`src/rtl/redirect_sequencer_pkg.sv`:
```
// Shared definitions for the fetch-redirect sequencer: PC width and FSM encoding.
package redirect_sequencer_pkg;

    localparam int ADDR_WIDTH = 32;

    typedef logic [2:0] redirect_state_t;

    localparam logic [2:0] ST_IDLE           = 3'd0;
    localparam logic [2:0] ST_WAIT_SLOT      = 3'd1;
    localparam logic [2:0] ST_WAIT_SLOT_JR   = 3'd2;
    localparam logic [2:0] ST_WAIT_JR_TARGET = 3'd3;
    localparam logic [2:0] ST_WAIT_RECOVER   = 3'd4;

endpackage

```
`src/rtl/redirect_sequencer_if.sv`:
```
// Decoder / ROB / fetch-PC signal bundle for the redirect sequencer.
interface redirect_sequencer_if #(
    parameter int ADDR_WIDTH = 32
);
    logic                  dec_redir_valid;
    logic [ADDR_WIDTH-1:0] dec_redir_target;
    logic                  dec_jr_valid;
    logic                  slot_accept;
    logic                  jr_commit_valid;
    logic [ADDR_WIDTH-1:0] jr_commit_target;
    logic                  mispredict_valid;
    logic [ADDR_WIDTH-1:0] mispredict_target;
    logic                  commit_valid;
    logic                  load_pc_we;
    logic [ADDR_WIDTH-1:0] load_pc_new_pc;
    logic                  flush;
    logic                  jr_stall;
    logic                  busy;

    // Pipeline side: drives requests, observes the redirect pulse.
    modport master (
        output dec_redir_valid, dec_redir_target, dec_jr_valid, slot_accept,
               jr_commit_valid, jr_commit_target, mispredict_valid,
               mispredict_target, commit_valid,
        input  load_pc_we, load_pc_new_pc, flush, jr_stall, busy
    );

    // Sequencer side.
    modport slave (
        input  dec_redir_valid, dec_redir_target, dec_jr_valid, slot_accept,
               jr_commit_valid, jr_commit_target, mispredict_valid,
               mispredict_target, commit_valid,
        output load_pc_we, load_pc_new_pc, flush, jr_stall, busy
    );
endinterface

```
`src/rtl/redirect_sequencer_stat_counter.sv`:
```
// Statistics counter that either wraps or saturates at all-ones.
module stat_counter #(
    parameter int WIDTH    = 16,
    parameter bit SATURATE = 1'b0
) (
    input  logic             clk,
    input  logic             rst,
    input  logic             inc,
    output logic [WIDTH-1:0] count
);
    // Advance on inc; a saturating counter holds once it reaches all-ones.
    always_ff @(posedge clk or posedge rst) begin
        if (rst) begin
            count <= '0;
        end else if (inc) begin
            if (!SATURATE || (count != {WIDTH{1'b1}})) begin
                count <= count + 1'b1;
            end
        end
    end
endmodule

```
`src/rtl/redirect_sequencer.sv`:
```
// Fetch-redirect sequencer: orders decode, jump-register and mispredict
// redirects around their delay slot and emits one load-PC/flush pulse each.
module redirect_sequencer
    import redirect_sequencer_pkg::*;
#(
    parameter int ADDR_WIDTH = 32,
    parameter int CNT_WIDTH  = 16
) (
    input  logic                 clk,
    input  logic                 rst,
    redirect_sequencer_if.slave  bus,
    output logic [CNT_WIDTH-1:0] redirect_count,
    output logic [CNT_WIDTH-1:0] mispredict_count
);
    redirect_state_t       state, next_state;
    logic [ADDR_WIDTH-1:0] target_q, next_target;
    logic                  jr_pending, next_jr_pending;
    logic                  jr_stall_q, next_jr_stall;
    logic                  load_pc_we_q, flush_q, busy_q;
    logic [ADDR_WIDTH-1:0] new_pc_q;
    logic                  fire;
    logic [ADDR_WIDTH-1:0] fire_pc;
    logic                  mis_inc;
    logic                  decode_ok;

    // Next-state logic; an accepted mispredict overrides everything else and
    // decode-side inputs are disregarded while decode is being flushed.
    always_comb begin
        next_state      = state;
        next_target     = target_q;
        next_jr_pending = jr_pending;
        next_jr_stall   = jr_stall_q;
        fire            = 1'b0;
        fire_pc         = target_q;
        mis_inc         = 1'b0;
        decode_ok       = !flush_q;

        if (bus.mispredict_valid && (state != ST_WAIT_RECOVER)) begin
            next_state      = ST_WAIT_RECOVER;
            next_target     = bus.mispredict_target;
            next_jr_pending = 1'b0;
            next_jr_stall   = 1'b0;
            mis_inc         = 1'b1;
        end else begin
            case (state)
                ST_IDLE: begin
                    if (decode_ok && bus.dec_redir_valid) begin
                        next_target = bus.dec_redir_target;
                        next_state  = ST_WAIT_SLOT;
                    end else if (decode_ok && bus.dec_jr_valid) begin
                        next_state = ST_WAIT_SLOT_JR;
                    end
                end
                ST_WAIT_SLOT: begin
                    if (decode_ok && bus.slot_accept) begin
                        fire = 1'b1;
                    end
                end
                ST_WAIT_SLOT_JR: begin
                    if (bus.jr_commit_valid) begin
                        next_target     = bus.jr_commit_target;
                        next_jr_pending = 1'b1;
                    end
                    if (decode_ok && bus.slot_accept) begin
                        if (jr_pending) begin
                            fire = 1'b1;
                        end else if (bus.jr_commit_valid) begin
                            fire    = 1'b1;
                            fire_pc = bus.jr_commit_target;
                        end else begin
                            next_state    = ST_WAIT_JR_TARGET;
                            next_jr_stall = 1'b1;
                        end
                    end
                end
                ST_WAIT_JR_TARGET: begin
                    if (bus.jr_commit_valid) begin
                        fire          = 1'b1;
                        fire_pc       = bus.jr_commit_target;
                        next_jr_stall = 1'b0;
                    end
                end
                ST_WAIT_RECOVER: begin
                    if (bus.commit_valid) begin
                        fire = 1'b1;
                    end
                end
                default: begin
                    next_state = ST_IDLE;
                end
            endcase
            if (fire) begin
                next_state      = ST_IDLE;
                next_jr_pending = 1'b0;
            end
        end
    end

    // State and registered outputs; reset drops any pending redirect silently.
    always_ff @(posedge clk or posedge rst) begin
        if (rst) begin
            state        <= ST_IDLE;
            target_q     <= '0;
            jr_pending   <= 1'b0;
            jr_stall_q   <= 1'b0;
            load_pc_we_q <= 1'b0;
            flush_q      <= 1'b0;
            new_pc_q     <= '0;
            busy_q       <= 1'b0;
        end else begin
            state        <= next_state;
            target_q     <= next_target;
            jr_pending   <= next_jr_pending;
            jr_stall_q   <= next_jr_stall;
            load_pc_we_q <= fire;
            flush_q      <= fire;
            busy_q       <= (next_state != ST_IDLE);
            if (fire) begin
                new_pc_q <= fire_pc;
            end
        end
    end

    assign bus.load_pc_we     = load_pc_we_q;
    assign bus.load_pc_new_pc = new_pc_q;
    assign bus.flush          = flush_q;
    assign bus.jr_stall       = jr_stall_q;
    assign bus.busy           = busy_q;

    stat_counter #(.WIDTH(CNT_WIDTH), .SATURATE(1'b0)) u_redirect_cnt (
        .clk   (clk),
        .rst   (rst),
        .inc   (fire),
        .count (redirect_count)
    );

    stat_counter #(.WIDTH(CNT_WIDTH), .SATURATE(1'b1)) u_mispredict_cnt (
        .clk   (clk),
        .rst   (rst),
        .inc   (mis_inc),
        .count (mispredict_count)
    );
endmodule

```
`src/flat_wrapper.sv`:
```
// flat-port wrapper written by rule: the top's interface ports become plain ports
module redirect_sequencer_flat import redirect_sequencer_pkg::*;
#(
    parameter int ADDR_WIDTH = 32,
    parameter int CNT_WIDTH  = 16
)
  (clk, rst, redirect_count, mispredict_count, bus_dec_redir_valid, bus_dec_redir_target, bus_dec_jr_valid, bus_slot_accept, bus_jr_commit_valid, bus_jr_commit_target, bus_mispredict_valid, bus_mispredict_target, bus_commit_valid, bus_load_pc_we, bus_load_pc_new_pc, bus_flush, bus_jr_stall, bus_busy);
  redirect_sequencer_if #(.ADDR_WIDTH(ADDR_WIDTH)) bus_i ();
  input  logic clk;
  input  logic rst;
  output logic [CNT_WIDTH-1:0] redirect_count;
  output logic [CNT_WIDTH-1:0] mispredict_count;
  input wire logic [$bits(bus_i.dec_redir_valid)-1:0] bus_dec_redir_valid;
  input wire logic [$bits(bus_i.dec_redir_target)-1:0] bus_dec_redir_target;
  input wire logic [$bits(bus_i.dec_jr_valid)-1:0] bus_dec_jr_valid;
  input wire logic [$bits(bus_i.slot_accept)-1:0] bus_slot_accept;
  input wire logic [$bits(bus_i.jr_commit_valid)-1:0] bus_jr_commit_valid;
  input wire logic [$bits(bus_i.jr_commit_target)-1:0] bus_jr_commit_target;
  input wire logic [$bits(bus_i.mispredict_valid)-1:0] bus_mispredict_valid;
  input wire logic [$bits(bus_i.mispredict_target)-1:0] bus_mispredict_target;
  input wire logic [$bits(bus_i.commit_valid)-1:0] bus_commit_valid;
  output wire logic [$bits(bus_i.load_pc_we)-1:0] bus_load_pc_we;
  output wire logic [$bits(bus_i.load_pc_new_pc)-1:0] bus_load_pc_new_pc;
  output wire logic [$bits(bus_i.flush)-1:0] bus_flush;
  output wire logic [$bits(bus_i.jr_stall)-1:0] bus_jr_stall;
  output wire logic [$bits(bus_i.busy)-1:0] bus_busy;
  assign bus_i.dec_redir_valid = bus_dec_redir_valid;
  assign bus_i.dec_redir_target = bus_dec_redir_target;
  assign bus_i.dec_jr_valid = bus_dec_jr_valid;
  assign bus_i.slot_accept = bus_slot_accept;
  assign bus_i.jr_commit_valid = bus_jr_commit_valid;
  assign bus_i.jr_commit_target = bus_jr_commit_target;
  assign bus_i.mispredict_valid = bus_mispredict_valid;
  assign bus_i.mispredict_target = bus_mispredict_target;
  assign bus_i.commit_valid = bus_commit_valid;
  assign bus_load_pc_we = bus_i.load_pc_we;
  assign bus_load_pc_new_pc = bus_i.load_pc_new_pc;
  assign bus_flush = bus_i.flush;
  assign bus_jr_stall = bus_i.jr_stall;
  assign bus_busy = bus_i.busy;
  redirect_sequencer #(.ADDR_WIDTH(ADDR_WIDTH), .CNT_WIDTH(CNT_WIDTH)) u_core (.clk(clk), .rst(rst), .bus(bus_i), .redirect_count(redirect_count), .mispredict_count(mispredict_count));
endmodule
```
`config.mk`:
```
export PLATFORM = sky130hd
export DESIGN_NAME = redirect_sequencer_flat
export DESIGN_NICKNAME = d
export VERILOG_FILES = /design/src/rtl/redirect_sequencer_pkg.sv /design/src/rtl/redirect_sequencer_if.sv /design/src/rtl/redirect_sequencer_stat_counter.sv /design/src/rtl/redirect_sequencer.sv /design/src/flat_wrapper.sv
export SDC_FILE = /design/constraint.sdc
export NUM_CORES = 1
export LEC_CHECK = 0
export CAP_MARGIN = 0
export CORE_MARGIN = 8
export CORE_UTILIZATION = 47
export CTS_CLUSTER_SIZE = 10
export DETAILED_ROUTE_END_ITERATION = 8
export PLACE_DENSITY = 0.8
export SYNTH_ARGS = -nofsm -noshare
export SYNTH_HDL_FRONTEND = slang
export SYNTH_SLANG_ARGS = --single-unit
export TNS_END_PERCENT = 100
```
`constraint.sdc`:
```
create_clock -name clk -period 4.45 [get_ports clk]
set_input_delay 0.89 -clock clk [delete_from_list [all_inputs] [get_ports clk]]
set_output_delay 0.89 -clock clk [all_outputs]
set_load 0.01 [all_outputs]
```
==> impl_metrics.toml <==
[global_route]
track_usage = 0.213
grt_pass1_vias = 4764
globalRoute.totalOverflow = 0
grt_max_degree = 93
grt_antenna_before_repair = 0
grt_pass1_wl_um = 25600

[logic_synthesis]
yosysWarnings = 0
synth_edf_count = 0
synth_nets = 630
ys_ff_latch = 103
yosysUniqueCellTypes = 44
synthTopCellsByArea = "dfrtp_1 (47%), a221oi_2 (7.7%), mux2i_1 (6.6%)"
avgSynthCellArea_um2 = 10.5
async_reset_ff_frac = 1.00
synth_top_area_frac = 0.470
yosysTopAreaCell = "dfrtp_1"
synth_area_mm2 = 0.00548
syn_inst = 524
synth_ff_type = "dfrtp_1"
ys_seq_area_frac = 0.470

[worst_hold_path]
hold_class = "register to register"
min_from = "u_core.u_redirect_cnt.count[15]"
holdPathStages = 1

[routing]
totalWireLength_um = 16200
routed-via-count = 4712
drtIter0Drc = 444
vias_per_cell = 5.77
detail-route-antenna-nets = 0
drt-pass1-iter-count = 5
drc_errors = 0
wl_per_cell_um = 19.9

[clock_network]
cts.path.max_buffers = 2
cts.sinks = 103
cts_buffers = 9
root_buffer = "clkbuf_16"
clkLatencyLatePin_ps = 350
cts_resized = 0
clk_pin_slew_ps = 70
postCtsHoldBufs = 0
cts_tree = "done"
post_cts_buffers = 0
cts_max_level = 3

[critical_path]
critPathLaunch = "bus_mispredict_valid"
cp.arrival_ps = 3320
start_kind = "primary input"
crit_required_ps = 4640
rr_worst_depth = 6
cp-end-kind = "register"
crit_fanout = 44
critPathKind = "primary input to register"
r2r-start = "u_core.state[0]"

[timing]
slew_violations = 0
worst_slew_pin_slew_ps = 1140
maxClockFrequency_ghz = 0.320
fin_crit_ps = 3130
hold_violations = 0
grt_setup_unrepaired = "false"
skew_ps = 6.13
setup_viol = 0
tns_ps = 0
period_share = 0.703
fin_ws_ps = 1320
slew_headroom = 0.237

[finish]
num-nets-final = 775
utilization = 0.659
area_delta_synth_final_pct = 37.2
antenna_cells = 0
final_cells = 817
drive_gt1_frac = 0.0994

[floorplan]
die_w_um = 124
row_count = 39
die_area_mm2 = 0.0154
die_h_um = 124
coreArea_mm2 = 0.0114
io_pins = 172
start_util = 0.480

[placement]
hpwl_um = 11100
dp.cells = 801
post-place-ws_ps = 995
gp_congestion = 0.801
portBuffers = 171

[power_and_ir_drop]
seqPwrFrac = 0.380
p_leak_nw = 3.14
switching_share = 0.372
power_frac_clock = 0.195
ir_drop_v = 0.000544
p_sw_mw = 1.60
power.density_mw_per_mm2 = 574
comb_power_share = 0.426
internal-power_mw = 2.71

[job]
maxCapViolCount = 0

[run_status]
status = "finished, final reports clean"
[power groups by stage]
stage	Clock [mW]	Combinational, mW	Sequential [mW]
after floorplan	0	1.05	1.66
after global placement	0	1.79	1.63
after detailed placement	0	1.85	1.65
after CTS	0.858	1.85	1.63
after global routing	0.894	2.02	1.69
final	0.839	1.84	1.64
[layout make-up]
cell class | count | area, µm²
Clock inverter | 4 | 70.1
Multi-Input combinational cell | 373 | 2690
Sequential cell | 103 | 2580
Fill cell | 910 | 3900
Timing Repair Buffer | 176 | 1740
Tap cell | 143 | 179
Inverter | 6 | 25.0
Clock buffer | 12 | 236
[cells by family after synthesis]
logic type                 synth area share
xor gates and xnor gates             0.0507
buffers and inverters                0.0431
muxes                                0.0678
AOI/OAI and AO/OA                     0.197
DFF                                   0.470
adders and majority gates           0.00457
and+or+nand+nor                       0.166
[worst paths after layout]
kind	slack, ps	to
worst min register to register	480	u_core.u_redirect_cnt.count[15]
worst max register to register	1660	u_core.u_redirect_cnt.count[6]
worst max-delay path	1320	u_core.bus.load_pc_new_pc[28]
max in group asynchronous	2430	u_core.bus.load_pc_new_pc[0]
min in group asynchronous	1190	u_core.u_redirect_cnt.count[15]
worst min-delay path	480	u_core.u_redirect_cnt.count[15]
[routing by layer]
metal	up-vias	routed length, µm	track usage
met3	19	1100	0.0503
met2	164	8140	0.345
met5	-	0	0
li1	2203	-	-
met1	2326	6750	0.276
met4	0	247	0.0721
[critical path, cell delays in order]
cell	delay, ps
clkdlybuf4s50_1	630
and2_4	560
a21o_2	450
buf_4	550
o21ai_0	220
[cells in the mapped netlist (2+ instances only)]
library cell / n
buf_1: 4
inv_1: 5
nor3b_1: 3
nand2_1: 33
xor2_1: 12
nand2b_1: 2
nor4_1: 2
buf_6: 5
nor2_4: 2
a221oi_2: 28
buf_2: 12
xor2_2: 2
ha_1: 2
xnor2_1: 16
nor4b_1: 2
and3_1: 8
mux2i_1: 36
a21oi_1: 13
a211oi_1: 32
a221o_1: 24
nor2_1: 96
nor3_1: 2
nor3_2: 6
nand4bb_1: 2
nand4_1: 11
clkbuf_1: 20
and4_1: 2
o21ai_0: 17
dfrtp_1: 103
nand3_1: 8
[registers in the layout, indices dropped and copies added, names as in the netlist]
name / cells
u_core.state: 3
u_core.u_redirect_cnt.count: 16
u_core.bus.busy: 1
u_core.u_mispredict_cnt.count: 16
u_core.bus.load_pc_we: 1
u_core.bus.load_pc_new_pc: 32
u_core.bus.jr_stall: 1
u_core.target_q: 32
u_core.jr_pending: 1
[placed cells by master (no fill, tap or decap), types with 4 or more instances in the layout]
cell type        count
buf_4                5
nand4_1             11
o21ai_0             16
and3_1               8
nor2_1              96
xor2_1              12
a211oi_1            32
clkbuf_16            9
dfrtp_1            103
nand3_1              8
a221oi_2            28
nand2_1             33
clkdlybuf4s50_1    170
mux2i_1             36
xnor2_1             16
inv_1                4
a221o_1             24
nor3_2               6
a21oi_1             13
[through the flow]
| stage | power [mW] | instance area [µm²] | hold slack, ps |
|---|---|---|---|
| 2_1_floorplan | 2.71 | 5480 | 470 |
| 3_3_place_gp | 3.42 | 7210 | 461 |
| 3_5_place_dp | 3.49 | 7210 | 464 |
| 4_1_cts | 4.35 | 7520 | 480 |
| 5_1_grt | 4.61 | 7520 | 490 |
| 6_report | 4.31 | 7520 | 479 |
No activity file was read; power rests on OpenSTA's default activity.
